[src/rtl/xor_frame_checksum.sv]
// xor_frame_checksum
// ------------------
// Accumulates the bitwise XOR of a stream of WIDTH-bit words over a frame
// and presents checksum, parity and word count as a single result.
// The frame is closed by in_last, or forcibly when MAX_LEN words have been
// accepted without in_last.
//
// Handshake semantics (both ports): a transfer happens on a rising clk edge
// where valid and ready are both 1. A producer holds its payload stable while
// valid=1 and ready=0. Neither ready depends combinationally on the other
// port; both readys/valids are decodes of the registered state.
//
// Ports:
//   clk          clock, rising edge
//   rst          asynchronous active-high reset
//   in_valid     in_data/in_last are valid
//   in_ready     block accepts a word (ACCUM state)
//   in_data      data word
//   in_last      final word of frame
//   out_valid    result available (HOLD state)
//   out_ready    consumer accepts the result
//   out_sum      XOR of all words in the frame (0 while accumulating)
//   out_parity   (^out_sum) ^ ODD
//   out_count    number of words in the frame (0 while accumulating)
//   out_overflow frame was closed by MAX_LEN rather than in_last
//   dbg_state    current FSM state: 0 = ACCUM, 1 = HOLD

module xor_frame_checksum #(
    parameter int WIDTH   = 8,
    parameter int MAX_LEN = 16,
    parameter int ODD     = 0,
    localparam int CW     = $clog2(MAX_LEN + 1)
) (
    input  logic             clk,
    input  logic             rst,
    input  logic             in_valid,
    output logic             in_ready,
    input  logic [WIDTH-1:0] in_data,
    input  logic             in_last,
    output logic             out_valid,
    input  logic             out_ready,
    output logic [WIDTH-1:0] out_sum,
    output logic             out_parity,
    output logic [CW-1:0]    out_count,
    output logic             out_overflow,
    output logic             dbg_state
);

    typedef enum logic {
        ACCUM = 1'b0,
        HOLD  = 1'b1
    } state_t;

    localparam logic [CW-1:0] MAX_CNT = CW'(MAX_LEN);
    localparam logic          ODD_BIT = (ODD != 0);

    state_t           state, state_nxt;
    logic [WIDTH-1:0] acc, acc_nxt;
    logic [CW-1:0]    count, count_nxt;
    logic             ovf, ovf_nxt;
    logic [CW-1:0]    count_inc;
    logic             beat;

    always_ff @(posedge clk or posedge rst) begin
        if (rst) begin
            state <= ACCUM;
            acc   <= '0;
            count <= '0;
            ovf   <= 1'b0;
        end else begin
            state <= state_nxt;
            acc   <= acc_nxt;
            count <= count_nxt;
            ovf   <= ovf_nxt;
        end
    end

    always_comb begin
        state_nxt    = state;
        acc_nxt      = acc;
        count_nxt    = count;
        ovf_nxt      = ovf;
        in_ready     = (state == ACCUM);
        out_valid    = (state == HOLD);
        beat         = in_valid && (state == ACCUM);
        count_inc    = count + CW'(1);
        // Partial accumulation is hidden until the frame closes.
        out_sum      = (state == HOLD) ? acc   : '0;
        out_count    = (state == HOLD) ? count : '0;
        out_overflow = (state == HOLD) ? ovf   : 1'b0;
        dbg_state    = (state == HOLD);

        case (state)
            ACCUM: begin
                if (beat) begin
                    acc_nxt   = acc ^ in_data;
                    count_nxt = count_inc;
                    // in_last wins over the length limit on the same word.
                    if (in_last) begin
                        state_nxt = HOLD;
                        ovf_nxt   = 1'b0;
                    end else if (count_inc == MAX_CNT) begin
                        state_nxt = HOLD;
                        ovf_nxt   = 1'b1;
                    end
                end
            end
            HOLD: begin
                if (out_ready) begin
                    state_nxt = ACCUM;
                    acc_nxt   = '0;
                    count_nxt = '0;
                    ovf_nxt   = 1'b0;
                end
            end
            default: state_nxt = ACCUM;
        endcase

        out_parity = (^out_sum) ^ ODD_BIT;
    end

endmodule
[config.mk]
export PLATFORM = sky130hd
export DESIGN_NAME = xor_frame_checksum
export DESIGN_NICKNAME = d
export VERILOG_FILES = /design/src/rtl/xor_frame_checksum.sv
export SDC_FILE = /design/constraint.sdc
export NUM_CORES = 1
export LEC_CHECK = 0
export CAP_MARGIN = 30
export CORE_UTILIZATION = 30
export CTS_CLUSTER_DIAMETER = 80
export DETAILED_ROUTE_END_ITERATION = 6
export PLACE_DENSITY = 0.58
export SYNTH_ARGS = -nofsm -noshare
export SYNTH_HDL_FRONTEND = slang
export SYNTH_SLANG_ARGS = --single-unit
[constraint.sdc]
create_clock -name clk -period 1.5 [get_ports clk]
set_input_delay 0.225 -clock clk [delete_from_list [all_inputs] [get_ports clk]]
set_output_delay 0.225 -clock clk [all_outputs]
set_load 0.05 [all_outputs]
Word-level counts from Yosys, hierarchy flattened
Cells that the tools add are included.
{"block": "word_totals", "in_bits": 13, "reg_bits": 15, "wordCells": 34, "output_inout_bits": 18}
{"block": "classes", "bitwise_logic": 2, "eq_ne": 4, "add_sub_neg": 1, "n_reduce_logical": 4, "n_mux": 19}
{"cell": "2-to-1 mux 8 bit", "n": 3}
{"cell": "case mux 8 bit (2 select lines)", "n": 1}
{"cell": "2-to-1 mux 5 bit", "n": 3}
{"cell": "case mux 5 bit (2 select lines)", "n": 1}
{"cell": "2-to-1 mux 1 bit", "n": 9}
{"cell": "parity 8 bit", "n": 1}
{"cell": "XOR 8 bit", "n": 1}
{"cell": "adder 5 x 1 -> 5 bit, second input constant", "n": 1}
{"cell": "equality test 5 bit, second input constant", "n": 1}
{"cell": "case mux 1 bit (2 select lines)", "n": 2}
{"cell": "inequality test 3 x 1 -> 1 bit, second input constant", "n": 1}
{"cell": "AND reduction 3 bit", "n": 1}
{"cell": "inequality test 2 x 1 -> 1 bit, second input constant", "n": 1}
{"cell": "inequality test 2 bit, second input constant", "n": 1}
{"cell": "AND reduction 2 bit", "n": 1}
{"cell": "logical AND 1 bit", "n": 1}
{"cell": "NOT 1 bit", "n": 1}

Depth between registers and ports, before layout
Gate-level depths: netlist (run 1).
{"block": "logic_depth", "depth_word": 6, "mapped_depth": 5, "ltp_nobuf": 4}

Worst setup path after synthesis (run 1)
Ideal clock, no wire load.
{"block": "synth_timing", "path_type": "register -> output", "start": "register state (netlist: dbg_state)", "end": "output out_parity", "required_time_ps": 1275, "t_arrival_ps": 1937, "path_slack_ps": -662, "path_stages_with_launch": 3, "cell_sequence": "dfrtp_1 > inv_1 > nor2_1"}
{"block": "synth_via", "elab_chain_len": 2}
{"item": "from (decl)", "line": "57", "source": "state_t state, state_nxt;"}
{"item": "from (signal assigned)", "line": "71", "source": "state <= state_nxt;"}
{"item": "2-to-1 mux 8 bit", "line": "88", "source": "out_sum = (state == HOLD) ? acc : '0;"}
{"item": "parity 8 bit", "line": "119", "source": "out_parity = (^out_sum) ^ ODD_BIT;"}
{"item": "to (decl)", "line": "43", "source": "output logic out_parity,"}
Every way passes these cells.

Worst setup path after layout (run 1)
{"block": "layout_timing", "start": "register acc[5]", "end": "output out_parity"}
{"block": "layout_via", "elab_chain_len": 2}
{"item": "from (decl)", "line": "58", "source": "logic [WIDTH-1:0] acc, acc_nxt;"}
{"item": "from (signal assigned)", "line": "72", "source": "acc <= acc_nxt;"}
{"item": "2-to-1 mux 8 bit", "line": "88"}
{"item": "parity 8 bit", "line": "119"}
Every way passes these cells.

==> out/metrics.csv, run 1 <==
stage;metric;value;unit
status;status;finished with violations;
status;violations;DRC, setup timing;
sta;max_freq;0.5865;GHz
logic_synthesis;synth_edf_count;0;
placed_design;dpl_cell_area;1425;um^2
critical_path;path_cells;xnor2_2, xnor2_1, xnor2_1, nor2_4, buf_12;
critical_path;r2r_start;dbg_state$_DFF_PP0_;
layout;diodes;0;
route;drcViolationCount;6;
global_routing;grt_remaining_overflow;0;
route;vias;824;
critical_path;regToRegSetupSlack;0;ns
sta;relSlewSlack;0.7666;
sta;setup_viol_count_final;9;
clock_network;cts_tree;yes;
global_routing;track_usage;0.1446;
critical_path;cp_slowest_cell;dfrtp_2;
logic_synthesis;ys_warn_count;0;
sta;setup_ws;-0.2051;ns
floorplanning;initial_utilization;0.3225;
sta;rsz0062_at_grt;yes;
layout;fillers;246;
sta;period_needed;1.705;ns
critical_path;cp_max_fo;3;
critical_path;cp.required;1.27;ns
logic_synthesis;yosysUniqueCellTypes;28;
critical_path;crit_top_cell;xnor2_1;
logic_synthesis;synthesis.area;904.6;um^2
flow_run;cap_violations;0;
route;drtIter0Drc;21;
floorplanning;die_area;3239;um^2
critical_path;path_class;flip-flop to output pin;
sta;fin_worst_skew;0.008745;ns
clock_network;cts_made_buffers;3;
critical_path;crit_path_end_kind;output pin;
global_routing;antenna_found_initial;0;
layout;syn2layout_area_growth;80.64;%
power;p_leak;0.0007221;uW
layout;drive_gt1_frac;0.4286;
logic_synthesis;synth_fp_nets;110;
logic_synthesis;ys_ff_latch;15;
sta;holdWs;0.1936;ns
clock_network;clk_pin_slew;0.10;ns
floorplanning;core;2805;um^2
sta;fin_crit_sh;1.137;
critical_path;arrival;1.48;ns
logic_synthesis;dominantRegCellSynth;dfrtp_1;
sta;finalHoldViolations;0;
clock_network;clk_latency;0.28;ns
critical_path;rr_endpoint;acc[3]$_DFFE_PP0P_;
layout;design_area;1634;um^2
clock_network;postCtsHoldBufs;0;
logic_synthesis;synthCells;96;
floorplanning;rows;19;
clock_network;cts.htree.levels;1;
floorplanning;die_w;56.91;um
route;ant_nets;0;
placed_design;io_buffers;30;
critical_path;worstSetupStartpointType;flip-flop;
floorplanning;ioPinCount;31;
global_routing;grt_max_degree;15;
critical_path;critPathMaxStageDelay;0.45;ns
floorplanning;fp.dieH;56.91;um
power;power_density;1663;nW/um^2
logic_synthesis;yosysSeqAreaShare;0.4149;
route;dr.pass1.iters;6;
power;peakVddDrop;0.0009884;V
global_routing;grt_pass1_vias;806;
clock_network;clock-sinks;15;
logic_synthesis;synthArstFlopShare;1.000;
placed_design;place.gp.congestion;0.7583;
clock_network;clk_path_buf_depth;2;
power;power;2718;uW
route;drt_wl_total;2357;um
critical_path;r2r_cells;7;
clock_network;root_buffer;clkbuf_4;
layout;nNetsFinal;155;
sta;max_slew.worst_pin.slew;0.3498;ns
logic_synthesis;syn-mean-instance-area;9.423;um^2
placed_design;hpwl;1505;um
route;viasPerCell;4.819;
sta;slew_violations;0;
global_routing;grt_pass1_wl;3615;um
min_path;hold_class;input pin to async pin;
route;wl_per_cell;13.78;um
sequential cells by signal (all words and copies together), names as in the netlist:
| register | flops |
|---|---|
| dbg_state | 1 |
| acc | 8 |
| count | 5 |
| ovf | 1 |
metal layers:
layer | GRT usage | share of wire | vias to the layer above
met1 | 0.2058 | 0.45 | 395
met2 | 0.2218 | 0.50 | 25
li1 | - | - | 402
met5 | 0 | 0 | -
met4 | 0.06272 | 0.011 | 0
met3 | 0.01613 | 0.038 | 2
stage by stage:
step / setup WS (ns) / instances / utilization / setup TNS [ns]
floorplan: 0.01824 / 96 / - / 0
global placement: 0.07787 / 155 / 0.5080 / 0
detailed placement: 0.07165 / 155 / 0.5080 / 0
CTS: -0.2120 / 166 / 0.5393 / -0.2120
global route: -0.2860 / 171 / 0.5825 / -1.252
finish: -0.2051 / 171 / 0.5825 / -0.2863
worst max-delay path by stage:
stage | startpoint | to | slack, ns | depth (start not counted)
3_3_place_gp | in_valid | acc[5]$_DFFE_PP0P_ | 0.08 | 6
4_1_cts | acc[7]$_DFFE_PP0P_ | out_parity | -0.21 | 5
6_report | acc[5]$_DFFE_PP0P_ | out_parity | -0.21 | 5
3_5_place_dp | in_valid | acc[3]$_DFFE_PP0P_ | 0.07 | 6
2_1_floorplan | dbg_state$_DFF_PP0_ | out_parity | 0.02 | 2
5_1_grt | acc[6]$_DFFE_PP0P_ | out_parity | -0.29 | 5
synthesized netlist by cell type, types with 2 or more instances:
master | count | area (um^2)
xnor2_1 | 5 | 43.79
nor2_1 | 10 | 37.54
inv_1 | 2 | 7.510
o21ai_1 | 6 | 30.03
buf_6 | 2 | 22.52
nand3_1 | 2 | 10.01
a31oi_1 | 2 | 12.51
nand2b_1 | 2 | 12.51
and2_1 | 14 | 87.58
xor2_1 | 10 | 87.58
dfrtp_1 | 15 | 375.4
nand2_1 | 10 | 37.54
critical path: cells and delay by family (launching register included):
family	cells	cell delay, ns
xor+xnor	3	0.55
flops	1	0.45
buf+inv	1	0.15
simple gates	1	0.06
layout make-up:
type                            count  area [um^2]  area share
Tap cell                           31        38.79     0.02374
Inverter                            2        11.26    0.006891
Timing Repair Buffer               45        646.9      0.3959
Clock buffer                        3        22.52     0.01378
Sequential cell                    15        380.4      0.2328
Clock inverter                      1        5.005    0.003063
Multi-Input combinational cell     74        529.3      0.3239
cells in the final DEF (no fill, tap or decap), types with 2 or more instances in the layout:
master	count
a31oi_1	2
and2_1	4
and2_4	12
buf_12	20
buf_4	10
clkbuf_4	3
clkdlybuf4s50_1	12
dfrtp_1	13
nand2_1	10
nand2b_1	2
nand3_1	2
nor2_1	9
nor2_4	2
o21ai_1	4
o21ai_2	2
xnor2_1	3
xnor2_2	2
xor2_1	10
report_power, final:
part           switching [uW]  internal (uW)  total (uW)
registers                 167            545         712
logic                     856            921        1780
clock network             130           98.7         229
total                    1150           1560        2720
cells by family (layout without fill, tap and decap cells):
group / after synthesis / count (layout) / share of synthesized area
AOI/OAI and AO/OA: 15 / 15 / 0.1065
xor gates and xnor gates: 15 / 15 / 0.1452
adders and majority gates: 1 / 1 / 0.01383
buffers and inverters: 7 / 51 / 0.06224
DFF: 15 / 15 / 0.4149
and+or+nand+nor: 43 / 43 / 0.2573
what timing repair did:
| action | 4_1_cts | 5_1_grt |
|---|---|---|
| gates cloned | 0 | 1 |
| resized for setup | 1 | 20 |
| endpoints found under the setup margin | 7 | 15 |
| pin swaps | 5 | 5 |
| setup buffers | 7 | 4 |
Note: power is estimated with default switching activity, not from simulation.
==> run 2: changes to the inputs <==
Settings changed: CTS_BUF_LIST from default to sky130_fd_sc_hd__clkbuf_4 sky130_fd_sc_hd__clkbuf_8.
==> results of run 2 <==
The final DEF is identical to that of run 1; final timing and power are the same.
